$ cat src/rtl/cache_stage_one_pkg.sv
// Shared types for the cache front stage: pipe register layout, FSM states,
// field widths and the PLRU victim / request decode helpers.
package cache_types;

  localparam int TAG_W      = 23;
  localparam int IDX_W      = 4;
  localparam int OFF_W      = 5;
  localparam int DIRTY_BIT  = 23;
  localparam int NUM_WAYS   = 4;
  localparam int LINE_W     = 256;
  localparam int LINE_BYTES = 32;

  typedef struct packed {
    logic [TAG_W-1:0] tag;
    logic [IDX_W-1:0] index;
    logic [OFF_W-1:0] offset;
    logic [3:0]       ufp_rmask;
    logic [3:0]       ufp_wmask;
    logic [31:0]      ufp_wdata;
    logic             active;
  } pipe_reg_t;

  typedef enum logic [2:0] {
    S_RUN    = 3'd0,
    S_WB     = 3'd1,
    S_REFILL = 3'd2,
    S_REPLAY = 3'd3,
    S_COMMIT = 3'd4
  } stage_one_state_t;

  // Tree PLRU: lru[2] picks the half, lru[1]/lru[0] pick the way within it.
  function automatic logic [1:0] plru_victim(input logic [2:0] lru);
    if (lru[2]) return lru[0] ? 2'd3 : 2'd2;
    else        return lru[1] ? 2'd1 : 2'd0;
  endfunction

  function automatic pipe_reg_t decode_req(input logic [31:0] addr,
                                           input logic [3:0]  rmask,
                                           input logic [3:0]  wmask,
                                           input logic [31:0] wdata);
    pipe_reg_t p;
    p.tag       = addr[31:9];
    p.index     = addr[8:5];
    p.offset    = addr[4:0];
    p.ufp_rmask = rmask;
    p.ufp_wmask = wmask;
    p.ufp_wdata = wdata;
    p.active    = |(rmask | wmask);
    return p;
  endfunction

endpackage

$ cat src/rtl/cache_stage_one_if.sv
// CPU request, memory response and SRAM read-back bus seen by the cache front stage.
interface cache_stage_one_if;
  import cache_types::*;

  logic [31:0]         ufp_addr;
  logic [3:0]          ufp_rmask;
  logic [3:0]          ufp_wmask;
  logic [31:0]         ufp_wdata;
  logic                dfp_resp;
  logic [LINE_W-1:0]   dfp_rdata;
  // Registered SRAM reads for the set currently held in the pipe register.
  logic [2:0]          lru_dout;
  logic [NUM_WAYS-1:0] tag_dirty;
  logic [NUM_WAYS-1:0] valid_dout;

  modport master (
    output ufp_addr, ufp_rmask, ufp_wmask, ufp_wdata,
    output dfp_resp, dfp_rdata,
    output lru_dout, tag_dirty, valid_dout
  );

  modport slave (
    input ufp_addr, ufp_rmask, ufp_wmask, ufp_wdata,
    input dfp_resp, dfp_rdata,
    input lru_dout, tag_dirty, valid_dout
  );

endinterface

$ cat src/rtl/cache_stage_one_wmask.sv
// Positions a 32-bit store into a 32-byte line: byte enables and shifted data.
// Bytes pushed past byte 31 fall off the end; nothing wraps.
module cache_wmask_expand
  import cache_types::*;
(
  input  logic [OFF_W-1:0]      offset_i,
  input  logic [3:0]            wmask_i,
  input  logic [31:0]           wdata_i,
  output logic [LINE_BYTES-1:0] byte_mask_o,
  output logic [LINE_W-1:0]     line_data_o
);

  always_comb begin
    byte_mask_o = LINE_BYTES'(wmask_i) << offset_i;
    line_data_o = LINE_W'(wdata_i) << {offset_i, 3'b000};
  end

endmodule

$ cat src/rtl/cache_stage_one.sv
// Cache front stage: registers CPU requests, drives SRAM ports and sequences
// writeback, refill, replay and write-hit commit.
module cache_stage_one
  import cache_types::*;
#(
  parameter int WAYS      = 4,
  parameter int SETS      = 16,
  parameter int LINE_BITS = 256
) (
  input  logic                    clk,
  input  logic                    rst,
  cache_stage_one_if.slave        bus,
  input  logic                    stall,
  input  logic                    cache_hit,
  input  logic [1:0]              cache_hit_way,
  input  logic                    write_flag,
  input  logic [2:0]              lru_new,
  output pipe_reg_t               pipe_reg,
  output logic [$clog2(SETS)-1:0] sram_index,
  output logic [WAYS-1:0]         data_web,
  output logic [31:0]             data_wmask,
  output logic [LINE_BITS-1:0]    data_din,
  output logic [WAYS-1:0]         tag_web,
  output logic [TAG_W:0]          tag_din,
  output logic [WAYS-1:0]         valid_web,
  output logic                    lru_web,
  output logic [2:0]              lru_din,
  output logic                    response,
  output logic                    dirty_miss,
  output logic                    write_stall,
  output logic [1:0]              cache_replace_way
);

  stage_one_state_t state_q, state_d;
  pipe_reg_t        pipe_q, pipe_d;
  logic             resp_q, resp_d;
  logic             dmiss_q, dmiss_d;
  logic [1:0]       repl_way_q, repl_way_d;

  logic [1:0]            victim;
  logic                  victim_dirty;
  logic [LINE_BYTES-1:0] commit_mask;
  logic [LINE_W-1:0]     commit_data;

  cache_wmask_expand u_wmask (
    .offset_i    (pipe_q.offset),
    .wmask_i     (pipe_q.ufp_wmask),
    .wdata_i     (pipe_q.ufp_wdata),
    .byte_mask_o (commit_mask),
    .line_data_o (commit_data)
  );

  assign victim       = plru_victim(bus.lru_dout);
  assign victim_dirty = bus.tag_dirty[victim] & bus.valid_dout[victim];

  always_comb begin
    state_d     = state_q;
    pipe_d      = pipe_q;
    resp_d      = 1'b0;
    dmiss_d     = dmiss_q;
    repl_way_d  = repl_way_q;
    sram_index  = pipe_q.index;
    data_web    = '1;
    data_wmask  = '0;
    data_din    = '0;
    tag_web     = '1;
    tag_din     = '0;
    valid_web   = '1;
    lru_web     = 1'b1;
    lru_din     = lru_new;
    write_stall = 1'b0;

    unique case (state_q)
      S_RUN: begin
        // Miss handling takes priority over a pending write-hit commit.
        if (stall) begin
          repl_way_d = victim;
          state_d    = victim_dirty ? S_WB : S_REFILL;
        end else if (write_flag) begin
          state_d = S_COMMIT;
        end else begin
          sram_index = bus.ufp_addr[8:5];
          pipe_d     = decode_req(bus.ufp_addr, bus.ufp_rmask, bus.ufp_wmask, bus.ufp_wdata);
        end
      end
      S_WB: begin
        resp_d = bus.dfp_resp;
        if (bus.dfp_resp) begin
          dmiss_d = 1'b1;
          state_d = S_REFILL;
        end
      end
      S_REFILL: begin
        resp_d = bus.dfp_resp;
        if (bus.dfp_resp) begin
          data_web[repl_way_q]  = 1'b0;
          data_wmask            = '1;
          data_din              = bus.dfp_rdata;
          tag_din[TAG_W-1:0]    = pipe_q.tag;
          tag_din[DIRTY_BIT]    = 1'b0;
          tag_web[repl_way_q]   = 1'b0;
          valid_web[repl_way_q] = 1'b0;
          state_d               = S_REPLAY;
        end
      end
      S_REPLAY: begin
        write_stall = 1'b1;
        dmiss_d     = 1'b0;
        state_d     = S_RUN;
      end
      S_COMMIT: begin
        data_web[cache_hit_way] = 1'b0;
        data_wmask              = commit_mask;
        data_din                = commit_data;
        tag_din[TAG_W-1:0]      = pipe_q.tag;
        tag_din[DIRTY_BIT]      = 1'b1;
        tag_web[cache_hit_way]  = 1'b0;
        write_stall             = 1'b1;
        state_d                 = S_RUN;
      end
      default: state_d = S_RUN;
    endcase

    if (cache_hit && !stall && pipe_q.active) lru_web = 1'b0;

    // A reset cycle must never disturb array contents.
    if (!rst) begin
      data_web  = '1;
      tag_web   = '1;
      valid_web = '1;
      lru_web   = 1'b1;
    end
  end

  always_ff @(posedge clk) begin
    if (!rst) begin
      state_q    <= S_RUN;
      pipe_q     <= '0;
      resp_q     <= 1'b0;
      dmiss_q    <= 1'b0;
      repl_way_q <= '0;
    end else begin
      state_q    <= state_d;
      pipe_q     <= pipe_d;
      resp_q     <= resp_d;
      dmiss_q    <= dmiss_d;
      repl_way_q <= repl_way_d;
    end
  end

  assign pipe_reg          = pipe_q;
  assign response          = resp_q;
  assign dirty_miss        = dmiss_q;
  assign cache_replace_way = repl_way_q;

endmodule

$ cat src/flat_wrapper.sv
// flat-port wrapper written by rule: the top's interface ports become plain ports
module cache_stage_one_flat import cache_types::*;
#(
  parameter int WAYS      = 4,
  parameter int SETS      = 16,
  parameter int LINE_BITS = 256
)
  (clk, rst, stall, cache_hit, cache_hit_way, write_flag, lru_new, pipe_reg, sram_index, data_web, data_wmask, data_din, tag_web, tag_din, valid_web, lru_web, lru_din, response, dirty_miss, write_stall, cache_replace_way, bus_ufp_addr, bus_ufp_rmask, bus_ufp_wmask, bus_ufp_wdata, bus_dfp_resp, bus_dfp_rdata, bus_lru_dout, bus_tag_dirty, bus_valid_dout);
  cache_stage_one_if bus_i ();
  input  logic clk;
  input  logic rst;
  input  logic stall;
  input  logic cache_hit;
  input  logic [1:0] cache_hit_way;
  input  logic write_flag;
  input  logic [2:0] lru_new;
  output pipe_reg_t pipe_reg;
  output logic [$clog2(SETS)-1:0] sram_index;
  output logic [WAYS-1:0] data_web;
  output logic [31:0] data_wmask;
  output logic [LINE_BITS-1:0] data_din;
  output logic [WAYS-1:0] tag_web;
  output logic [TAG_W:0] tag_din;
  output logic [WAYS-1:0] valid_web;
  output logic lru_web;
  output logic [2:0] lru_din;
  output logic response;
  output logic dirty_miss;
  output logic write_stall;
  output logic [1:0] cache_replace_way;
  input wire logic [$bits(bus_i.ufp_addr)-1:0] bus_ufp_addr;
  input wire logic [$bits(bus_i.ufp_rmask)-1:0] bus_ufp_rmask;
  input wire logic [$bits(bus_i.ufp_wmask)-1:0] bus_ufp_wmask;
  input wire logic [$bits(bus_i.ufp_wdata)-1:0] bus_ufp_wdata;
  input wire logic [$bits(bus_i.dfp_resp)-1:0] bus_dfp_resp;
  input wire logic [$bits(bus_i.dfp_rdata)-1:0] bus_dfp_rdata;
  input wire logic [$bits(bus_i.lru_dout)-1:0] bus_lru_dout;
  input wire logic [$bits(bus_i.tag_dirty)-1:0] bus_tag_dirty;
  input wire logic [$bits(bus_i.valid_dout)-1:0] bus_valid_dout;
  assign bus_i.ufp_addr = bus_ufp_addr;
  assign bus_i.ufp_rmask = bus_ufp_rmask;
  assign bus_i.ufp_wmask = bus_ufp_wmask;
  assign bus_i.ufp_wdata = bus_ufp_wdata;
  assign bus_i.dfp_resp = bus_dfp_resp;
  assign bus_i.dfp_rdata = bus_dfp_rdata;
  assign bus_i.lru_dout = bus_lru_dout;
  assign bus_i.tag_dirty = bus_tag_dirty;
  assign bus_i.valid_dout = bus_valid_dout;
  cache_stage_one #(.WAYS(WAYS), .SETS(SETS), .LINE_BITS(LINE_BITS)) u_core (.clk(clk), .rst(rst), .bus(bus_i), .stall(stall), .cache_hit(cache_hit), .cache_hit_way(cache_hit_way), .write_flag(write_flag), .lru_new(lru_new), .pipe_reg(pipe_reg), .sram_index(sram_index), .data_web(data_web), .data_wmask(data_wmask), .data_din(data_din), .tag_web(tag_web), .tag_din(tag_din), .valid_web(valid_web), .lru_web(lru_web), .lru_din(lru_din), .response(response), .dirty_miss(dirty_miss), .write_stall(write_stall), .cache_replace_way(cache_replace_way));
endmodule
$ cat config.mk
export PLATFORM = sky130hd
export DESIGN_NAME = cache_stage_one_flat
export DESIGN_NICKNAME = d
export VERILOG_FILES = /design/src/rtl/cache_stage_one_pkg.sv /design/src/rtl/cache_stage_one_if.sv /design/src/rtl/cache_stage_one_wmask.sv /design/src/rtl/cache_stage_one.sv /design/src/flat_wrapper.sv
export SDC_FILE = /design/constraint.sdc
export NUM_CORES = 1
export LEC_CHECK = 0
export ABC_AREA = 0
export BUFFER_PORTS_ARGS = -buffer_cell sky130_fd_sc_hd__buf_2
export CAP_MARGIN = 20
export CORE_AREA = 2 2 297 299
export CTS_CLUSTER_DIAMETER = 80
export DETAILED_ROUTE_END_ITERATION = 8
export DIE_AREA = 0 0 299 301
export PLACE_DENSITY = 0.32
export SYNTH_ARGS = -nofsm -noshare
export SYNTH_HDL_FRONTEND = slang
export SYNTH_SLANG_ARGS = --single-unit
$ cat constraint.sdc
create_clock -name clk -period 2.5 [get_ports clk]
set_input_delay 0.375 -clock clk [delete_from_list [all_inputs] [get_ports clk]]
set_output_delay 0.375 -clock clk [all_outputs]
set_load 0.05 [all_outputs]
==> results of run 1 <==
## power breakdown
group          switching [W]  leakage (nW)  internal (W)
combinational        0.00810          8.97       0.00560
clock               0.000624         0.157      0.000881
sequential          0.000263         0.658       0.00146
total                0.00899          9.78       0.00794
## repair_timing
action,in CTS,in global routing
endpoints found under the setup margin,315,312
resized for setup,669,667
buffers inserted,57,72
pin swaps,67,160
gates cloned,20,27
## area by class of cell
class                      count  area, sq um
sequential                    80         1630
inverter                       7         26.3
fill                        9223        63300
tap                         1155         1450
clock inverter                 6         91.3
timing repair buffer        1100        10700
antenna                        3         7.51
clock buffer                  10          229
multi-input combinational    932         8980
## worst paths after layout
path                                    startpoint                               end  cells past startpoint
setup / recovery  u_core.pipe_reg[42]$_SDFFE_PN0P_                     data_din[243]                      8
hold / removal                    bus_ufp_addr[19]  u_core.pipe_reg[60]$_SDFFE_PN0P_                      3
setup reg to reg    u_core.state_q[0]$_SDFFE_PN0P_  u_core.pipe_reg[22]$_SDFFE_PN0P_                      9
hold reg to reg   u_core.pipe_reg[39]$_SDFFE_PN0P_  u_core.pipe_reg[39]$_SDFFE_PN0P_                      2
## layout by cell type, fill, tap and decap left out, types with 15 or more instances in the layout
cell / instances
buf_2: 440
buf_6: 284
nand2_1: 196
buf_4: 171
buf_12: 106
a22o_1: 84
o21ai_2: 81
a21oi_1: 70
dfxtp_1: 69
nand2_4: 60
buf_8: 54
mux2i_4: 38
o21ai_4: 38
clkbuf_16: 32
nor2b_4: 27
a22oi_2: 24
a22o_4: 19
mux2i_1: 18
a221o_1: 18
buf_16: 18
a22o_2: 17
a2bb2oi_4: 16
nor2_1: 15
## metal layers
layer,routed length [microns],vias to the layer above
li1,-,6233
met4,2380,16
met3,5070,109
met5,105,-
met1,35200,6799
met2,43700,617
## critical path, stage by stage, from the launching register on
cell	delay [ps]
dfxtp_4	460
buf_12	180
mux2i_4	300
a2bb2oi_4	250
buf_6	160
mux2i_1	70
buf_4	170
a22o_4	220
buf_8	150
## cell usage after synthesis, drive strengths merged (5+ instances only)
library cell	number
nand2	272
o21ai	145
a22o	120
buf	80
dfxtp	80
a21oi	73
mux2i	61
clkbuf	54
a22oi	33
nor2	31
nor2b	28
nand2b	21
a221o	18
a2bb2oi	17
o22ai	16
a31oi	10
o31ai	10
a221oi	9
and2	8
mux2	7
nand3	7
inv	6
and3	5
or3	5
## stage by stage
step,TNS (ps),worst slack [ps],std cells,utilization [%]
after floorplan,-5050,-156,1153,-
after global placement,-7410,-183,3118,18.0
after detailed placement,-7860,-214,3118,18.0
after CTS,-25700,-221,3206,22.7
after global routing,-32870,-254,3291,26.8
final,-10800,-219,3293,26.8
## kinds of logic (layout without fill, tap and decap cells)
| logic type | count (synthesis) | in the layout | share of synthesized area [%] |
|---|---|---|---|
| compound gates | 464 | 464 | 39.8 |
| mux | 68 | 68 | 8.70 |
| buf+inv | 141 | 1123 | 8.51 |
| other cells | 0 | 3 | 0 |
| xor+xnor | 1 | 1 | 0.111 |
| flops | 80 | 80 | 20.2 |
| simple gates | 399 | 399 | 22.7 |
==> flow_summary.yaml, run 1 <==
synth:
  syn_area_sq_um: 7920
  synth_seq_cells: 80
  ys.flop_type: "dfxtp_1"
  ys_types: 55
  syn-num-nets: 1503
  synthArstFlopShare_pct: 0
  seq_area_frac_synth_pct: 20.2
  synth_largest_area_cell: "dfxtp_1"
  synth_cells: 1153
  synth-edff-count: 0
  syn_avg_cell_area_sq_um: 6.87
  yosysWarningCount: 0
  synth.top_cell.area_share_pct: 20.2
  synth_area_leaders: "dfxtp_1 (20%), a22o_1 (13%), nand2_1 (13%), o21ai_0 (9.1%), mux2i_1 (7.7%)"
timing:
  finalWorstSetupSlack_ps: -219
  worst_pin_slew_ps: 493
  final_hold_viol_count: 0
  finalClockSkew_ps: 4.50
  period_minus_slack_ps: 2720
  maxSlewHeadroom_pct: 67.1
  setup_viol: 175
  fmax_mhz: 368
  slew_viol_final: 0
  hold_ws_ps: 242
  fin_crit_sh_pct: 109
  rsz0062_at_grt: "yes"
worst_hold_path:
  hp-class: "primary input to flip-flop"
clocking:
  numClockSinks: 80
  cts.clk_slew.worst_paths_ps: 70
  root_buffer: "clkbuf_16"
  cts_buffers: 9
  htreeDepth: 3
  clock_latency_ps: 370
  cts_buffer_depth: 2
  hold_buffers: 0
  cts_tree: "yes"
grt:
  grtUsageMet1_pct: 20.5
  grt_pass1_vias: 13552
  grt_usage_pct: 17.0
  top_usage_layer: "met2"
  grt_pass1_wl_mm: 109
  antenna_found_initial: 15
  grtUsageMet2_pct: 30.4
  use_met3_pct: 3.75
  grt-ovfl-total: 0
  grt_max_degree: 68
die:
  start_util_pct: 9.16
  die_w_microns: 299
  core_sq_um: 86500
  die_y_microns: 301
  ios: 760
  dieArea_sq_um: 90000
  rows: 108
power_and_ir_drop:
  peakVddDrop_v: 0.000447
  p_per_area_nw_per_um2: 731
  power_w: 0.0169
  leakage_nw: 9.78
drt:
  drt_first_pass_iters: 5
  drc: 0
  antenna_left: 0
  wl_mm: 86.5
  vias_per_cell: 4.18
  drt_iter0_drc: 886
  wl_per_cell_microns: 26.3
  num_vias: 13774
setup_path:
  reg2reg_slack_ps: 20
  path_max_fanout: 8
  critPathArrivalTime_ps: 2340
  start_kind: "flip-flop"
  crit_path_end_kind: "output port"
  crit_required_ps: 2120
  critPathKind: "flip-flop to output port"
run:
  max-cap-violations: 0
finish:
  area_growth_pct: 192
  final_area_sq_um: 23200
  drive_gt1_share_pct: 73.7
  nNetsFinal: 2480
  largest_reg_flops: 73
place:
  io_buffers: 753
  dp_hpwl_mm: 64.2
  dpl_cell_area_sq_um: 15600
  gp_congestion: 0.942
status:
  violations: "setup timing"
  status: "complete, but fails checks"
No activity file was read; power rests on OpenSTA's default activity.
==> run 2: changes to the inputs <==
GPL_TIMING_DRIVEN = 0   (was unset)
==> run 2 against run 1 <==
  * The flow still finishes with violations (setup timing)
  * Critical path depth down 1
  * Non-clock buffer count down 19
  * Cell count down 0.58%
  * Cell area down 3.6%
  * Total power down 1.2%
  * Die area unchanged
  * Critical path type unchanged
  * Critical endpoint is now data_din[165]
  * Largest power group unchanged
==> flow_summary.yaml, run 2 (synthesis results as in run 1) <==
grt:
  grt_usage_pct: 18.2
  grt_max_degree: 16
  antenna_found_initial: 8
  grt_pass1_vias: 13939
  grt_pass1_wl_mm: 115
  grt-ovfl-total: 0
timing:
  finalWorstSetupSlack_ps: -235
  finalClockSkew_ps: 14.8
  fmax_mhz: 366
  period_minus_slack_ps: 2730
  worst_pin_slew_ps: 687
  rsz0062_at_grt: "yes"
  slew_viol_final: 0
  fin_crit_sh_pct: 109
  setup_viol: 274
  maxSlewHeadroom_pct: 54.2
  final_hold_viol_count: 0
die:
  core_sq_um: 86500
  start_util_pct: 9.16
  die_w_microns: 299
  dieArea_sq_um: 90000
  rows: 108
  ios: 760
  die_y_microns: 301
setup_path:
  path_max_fanout: 6
  reg2reg_slack_ps: 340
  crit_required_ps: 2120
  critPathKind: "flip-flop to output port"
  critPathArrivalTime_ps: 2360
  critical_path.top_delay_family: "compound AO/OA/AOI/OAI gates"
  worst-path-buf-inv: 3
  crit_chain: "buf_12 > buf_12 > mux2i_4 > a2bb2oi_4 > mux2i_4 > a22o_1 > buf_6"
  start_kind: "flip-flop"
  crit_path_end_kind: "output port"
  max_stage_delay_ps: 460
  cpMaxStageDelayCell: "dfxtp_4"
drt:
  drt_iter0_drc: 712
  vias_per_cell: 4.19
  antenna_left: 0
  drc: 0
  wl_per_cell_microns: 27.2
  wl_mm: 89.1
  drt_first_pass_iters: 7
  num_vias: 13730
power_and_ir_drop:
  leakage_nw: 9.18
  power_w: 0.0167
  p_per_area_nw_per_um2: 750
  peakVddDrop_v: 0.000378
run:
  max-cap-violations: 0
place:
  dp_hpwl_mm: 69.2
  dp_cells: 3070
  gp_congestion: 0.989
  io_buffers: 755
clocking:
  cts_buffer_depth: 2
  cts_buffers: 9
  numClockSinks: 80
  cts_tree: "yes"
  cts.clk_slew.worst_paths_ps: 70
  clock_latency_ps: 380
  htreeDepth: 3
  root_buffer: "clkbuf_16"
finish:
  area_growth_pct: 182
  final_common_cell: "buf_2"
  nNetsFinal: 2462
  drive_gt1_share_pct: 72.2
  fill_cells: 9324
  final_cells: 3274
  final_cell_mix: "buf_2 (455), buf_6 (304), nand2_1 (229)"
  largest_reg_flops: 73
  multi_input_area_sq_um: 8790
  regArea_sq_um: 1660
worst_hold_path:
  hp-class: "primary input to flip-flop"
status:
  violations: "setup timing"
  status: "complete, but fails checks"
-- run 2: stage by stage --
stage	setup slack (ps)	TNS [ps]	hold slack, ps	cell area (sq um)	utilization, %
floorplan	-156	-5050	452	8500	-
global placement	-1200	-210700	442	13700	15.9
detailed placement	-1250	-205430	453	13800	16.0
CTS	-209	-31200	197	20200	23.3
global route	-266	-42890	209	22300	25.8
finish	-235	-21750	228	22300	25.8
-- run 2: worst reg2reg max path, cell delays in order, from the launching register on --
cell	delay (ps)
dfxtp_1	300
buf_6	140
or3_4	420
nor3_4	220
buf_8	130
buf_4	200
buf_2	350
nand2_1	190
a21oi_1	150
-- run 2: area by class of cell --
type / count / share of cell area, %
clock inverter: 7 / 0.348
multi-input combinational: 933 / 39.4
buffer: 117 / 6.59
antenna: 2 / 0.0224
inverter: 7 / 0.174
sequential: 80 / 7.44
timing repair buffer: 964 / 38.6
tap: 1155 / 6.48
clock buffer: 9 / 1.01
-- run 2: routing by layer --
layer / global-route usage, % / wire, microns / vias to the layer above
met5: 0 / 38 / -
met2: 33.1 / 45500 / 613
li1: - / - / 6212
met1: 21.8 / 36400 / 6806
met3: 3.59 / 4920 / 93
met4: 4.11 / 2220 / 6
-- run 2: what timing repair did --
| action | CTS | global route |
|---|---|---|
| gates resized for setup | 1203 | 346 |
| hold endpoints to repair | 0 | 0 |
| setup buffers | 111 | 61 |
| endpoints found under the setup margin | 320 | 320 |
| hold buffers | 0 | 0 |
| pin swaps | 84 | 133 |
| gates cloned | 21 | 19 |
-- run 2: final timing paths --
check | to | cells past startpoint | start
hold reg to reg | u_core.pipe_reg[40]$_SDFFE_PN0P_ | 2 | u_core.pipe_reg[40]$_SDFFE_PN0P_
setup reg to reg | u_core.pipe_reg[44]$_SDFFE_PN0P_ | 8 | u_core.state_q[2]$_SDFFE_PN0P_
hold / removal | u_core.pipe_reg[17]$_SDFFE_PN0P_ | 3 | bus_ufp_wdata[16]
setup / recovery | data_din[165] | 7 | u_core.pipe_reg[42]$_SDFFE_PN0P_
-- run 2: where the power goes --
group | leakage (nW) | switching [W] | total [W] | internal [W]
combinational | 8.37 | 0.00798 | 0.0134 | 0.00542
clock | 0.147 | 0.000656 | 0.00144 | 0.000785
sequential | 0.666 | 0.000422 | 0.00189 | 0.00147
total | 9.18 | 0.00906 | 0.0167 | 0.00767
==> run 3: changes to the inputs <==
RECOVER_POWER = 50   (was unset)
==> run 3 against run 2 <==
  * The flow still finishes with violations (setup timing)
  * Routed wire length is 0.12% lower
  * Register-to-register slack about the same
  * Clock power hardly changed
==> flow_summary.yaml, run 3 (synthesis results as in run 1) <==
power_and_ir_drop:
  combPwrFrac_pct: 80.0
  p_int_w: 0.00764
  p_per_area_nw_per_um2: 751
  peakVddDrop_v: 0.000375
  p_seq_share_pct: 11.3
  sw_frac_of_total_pct: 54.3
  power_w: 0.0167
  p_switching_w: 0.00907
  leakage_nw: 8.95
  p_clk_share_pct: 8.6
die:
  start_util_pct: 9.16
  ios: 760
  die_w_microns: 299
  rows: 108
  dieArea_sq_um: 90000
  core_sq_um: 86500
  die_y_microns: 301
timing:
  fmax_mhz: 365
  fin_crit_sh_pct: 110
  final_hold_viol_count: 0
  finalWorstSetupSlack_ps: -239
  final.setup.tns_ps: -21940
  maxSlewHeadroom_pct: 54.2
  rsz0062_at_grt: "yes"
  setup_viol: 274
  worst_pin_slew_ps: 688
  slew_viol_final: 0
  period_minus_slack_ps: 2740
  finalClockSkew_ps: 15.5
drt:
  vias_per_cell: 4.18
  drt_first_pass_iters: 7
  wl_mm: 89.0
  antenna_left: 0
  drt_iter0_drc: 803
  drc: 0
  wl_per_cell_microns: 27.2
  num_vias: 13700
finish:
  final_cells: 3274
  fill_cells: 9340
  multi_input_area_sq_um: 8790
  final_cell_mix: "buf_2 (400), buf_6 (304), nand2_1 (229)"
  post-route-util_pct: 25.7
  drive_gt1_share_pct: 69.6
  regArea_sq_um: 1660
  final_common_cell: "buf_2"
  largest_reg_flops: 73
  area_growth_pct: 181
  nNetsFinal: 2462
  final_area_sq_um: 22200
worst_hold_path:
  hp-class: "primary input to flip-flop"
  hold_path_depth: 3
setup_path:
  path_max_fanout: 6
  crit_required_ps: 2120
  critPathKind: "flip-flop to output port"
  r2r_cells: 8
  start_kind: "flip-flop"
  critPathArrivalTime_ps: 2360
  crit_path_end_kind: "output port"
place:
  dp_hpwl_mm: 69.2
  dpl_cell_area_sq_um: 13800
  gp_congestion: 0.989
  io_buffers: 755
  dp_cells: 3070
status:
  violations: "setup timing"
  status: "complete, but fails checks"
clocking:
  numClockSinks: 80
  htreeDepth: 3
  cts.clk_slew.worst_paths_ps: 80
  cts_buffer_depth: 2
  cts_tree: "yes"
  cts_buffers: 9
  root_buffer: "clkbuf_16"
  clock_latency_ps: 380
grt:
  grt_usage_pct: 18.2
  antenna_found_initial: 8
  grt-ovfl-total: 0
  grt_max_degree: 16
  grt_pass1_vias: 13939
  grt_pass1_wl_mm: 115
run:
  max-cap-violations: 0
run 3: path summary, 6_finish.rpt:
check | startpoint | to | slack (ps)
worst min-delay path | bus_ufp_addr[24] | u_core.pipe_reg[65]$_SDFFE_PN0P_ | 230
worst max-delay path | u_core.pipe_reg[42]$_SDFFE_PN0P_ | data_din[165] | -240
worst min register to register | u_core.pipe_reg[40]$_SDFFE_PN0P_ | u_core.pipe_reg[40]$_SDFFE_PN0P_ | 460
worst max register to register | u_core.state_q[2]$_SDFFE_PN0P_ | u_core.pipe_reg[44]$_SDFFE_PN0P_ | 350
run 3: layout make-up:
type                    instances  share of cell area [%]
flip-flops and latches         80                    7.46
diodes                          2                  0.0225
multi-input cells             933                    39.5
inverters                       7                   0.174
clock buffers                   9                    1.01
repair buffers                964                    38.4
clock inverters                 7                   0.349
plain buffers                 117                    6.61
well taps                    1155                    6.50
run 3: critical path, cell delays in order, from the launching register on:
cell and delay, ps:
dfxtp_4 460, buf_12 160, buf_12 140, mux2i_4 310, a2bb2oi_4 340, mux2i_4 150
a22o_1 240, buf_6 160
run 3: what timing repair did:
| action | CTS | global route |
|---|---|---|
| cloned | 21 | 19 |
| buffers inserted | 111 | 61 |
| pin swaps | 84 | 133 |
| hold buffers | 0 | 0 |
| setup endpoints to repair | 320 | 320 |
| gates resized for setup | 1203 | 346 |
run 3: power groups by stage:
stage	clock network, W	logic (W)	registers (W)
after floorplan	0	0.00548	0.00215
after global placement	0	0.00873	0.00184
after detailed placement	0	0.00876	0.00185
after CTS	0.00152	0.0123	0.00189
after global routing	0.00156	0.0139	0.00193
final	0.00144	0.0134	0.00190
run 3: metrics by stage:
stage,hold slack (ps),setup WS (ps)
floorplan,452,-156
global placement,442,-1200
detailed placement,453,-1250
CTS,197,-209
global route,209,-266
finish,227,-239
run 3: per-layer routing:
| layer | up-vias | share of wire, % | GRT usage [%] |
|---|---|---|---|
| met3 | 100 | 5.6 | 3.59 |
| met1 | 6800 | 41 | 21.8 |
| met2 | 578 | 51 | 33.1 |
| met5 | - | 0.044 | 0 |
| li1 | 6216 | - | - |
| met4 | 6 | 2.6 | 4.11 |
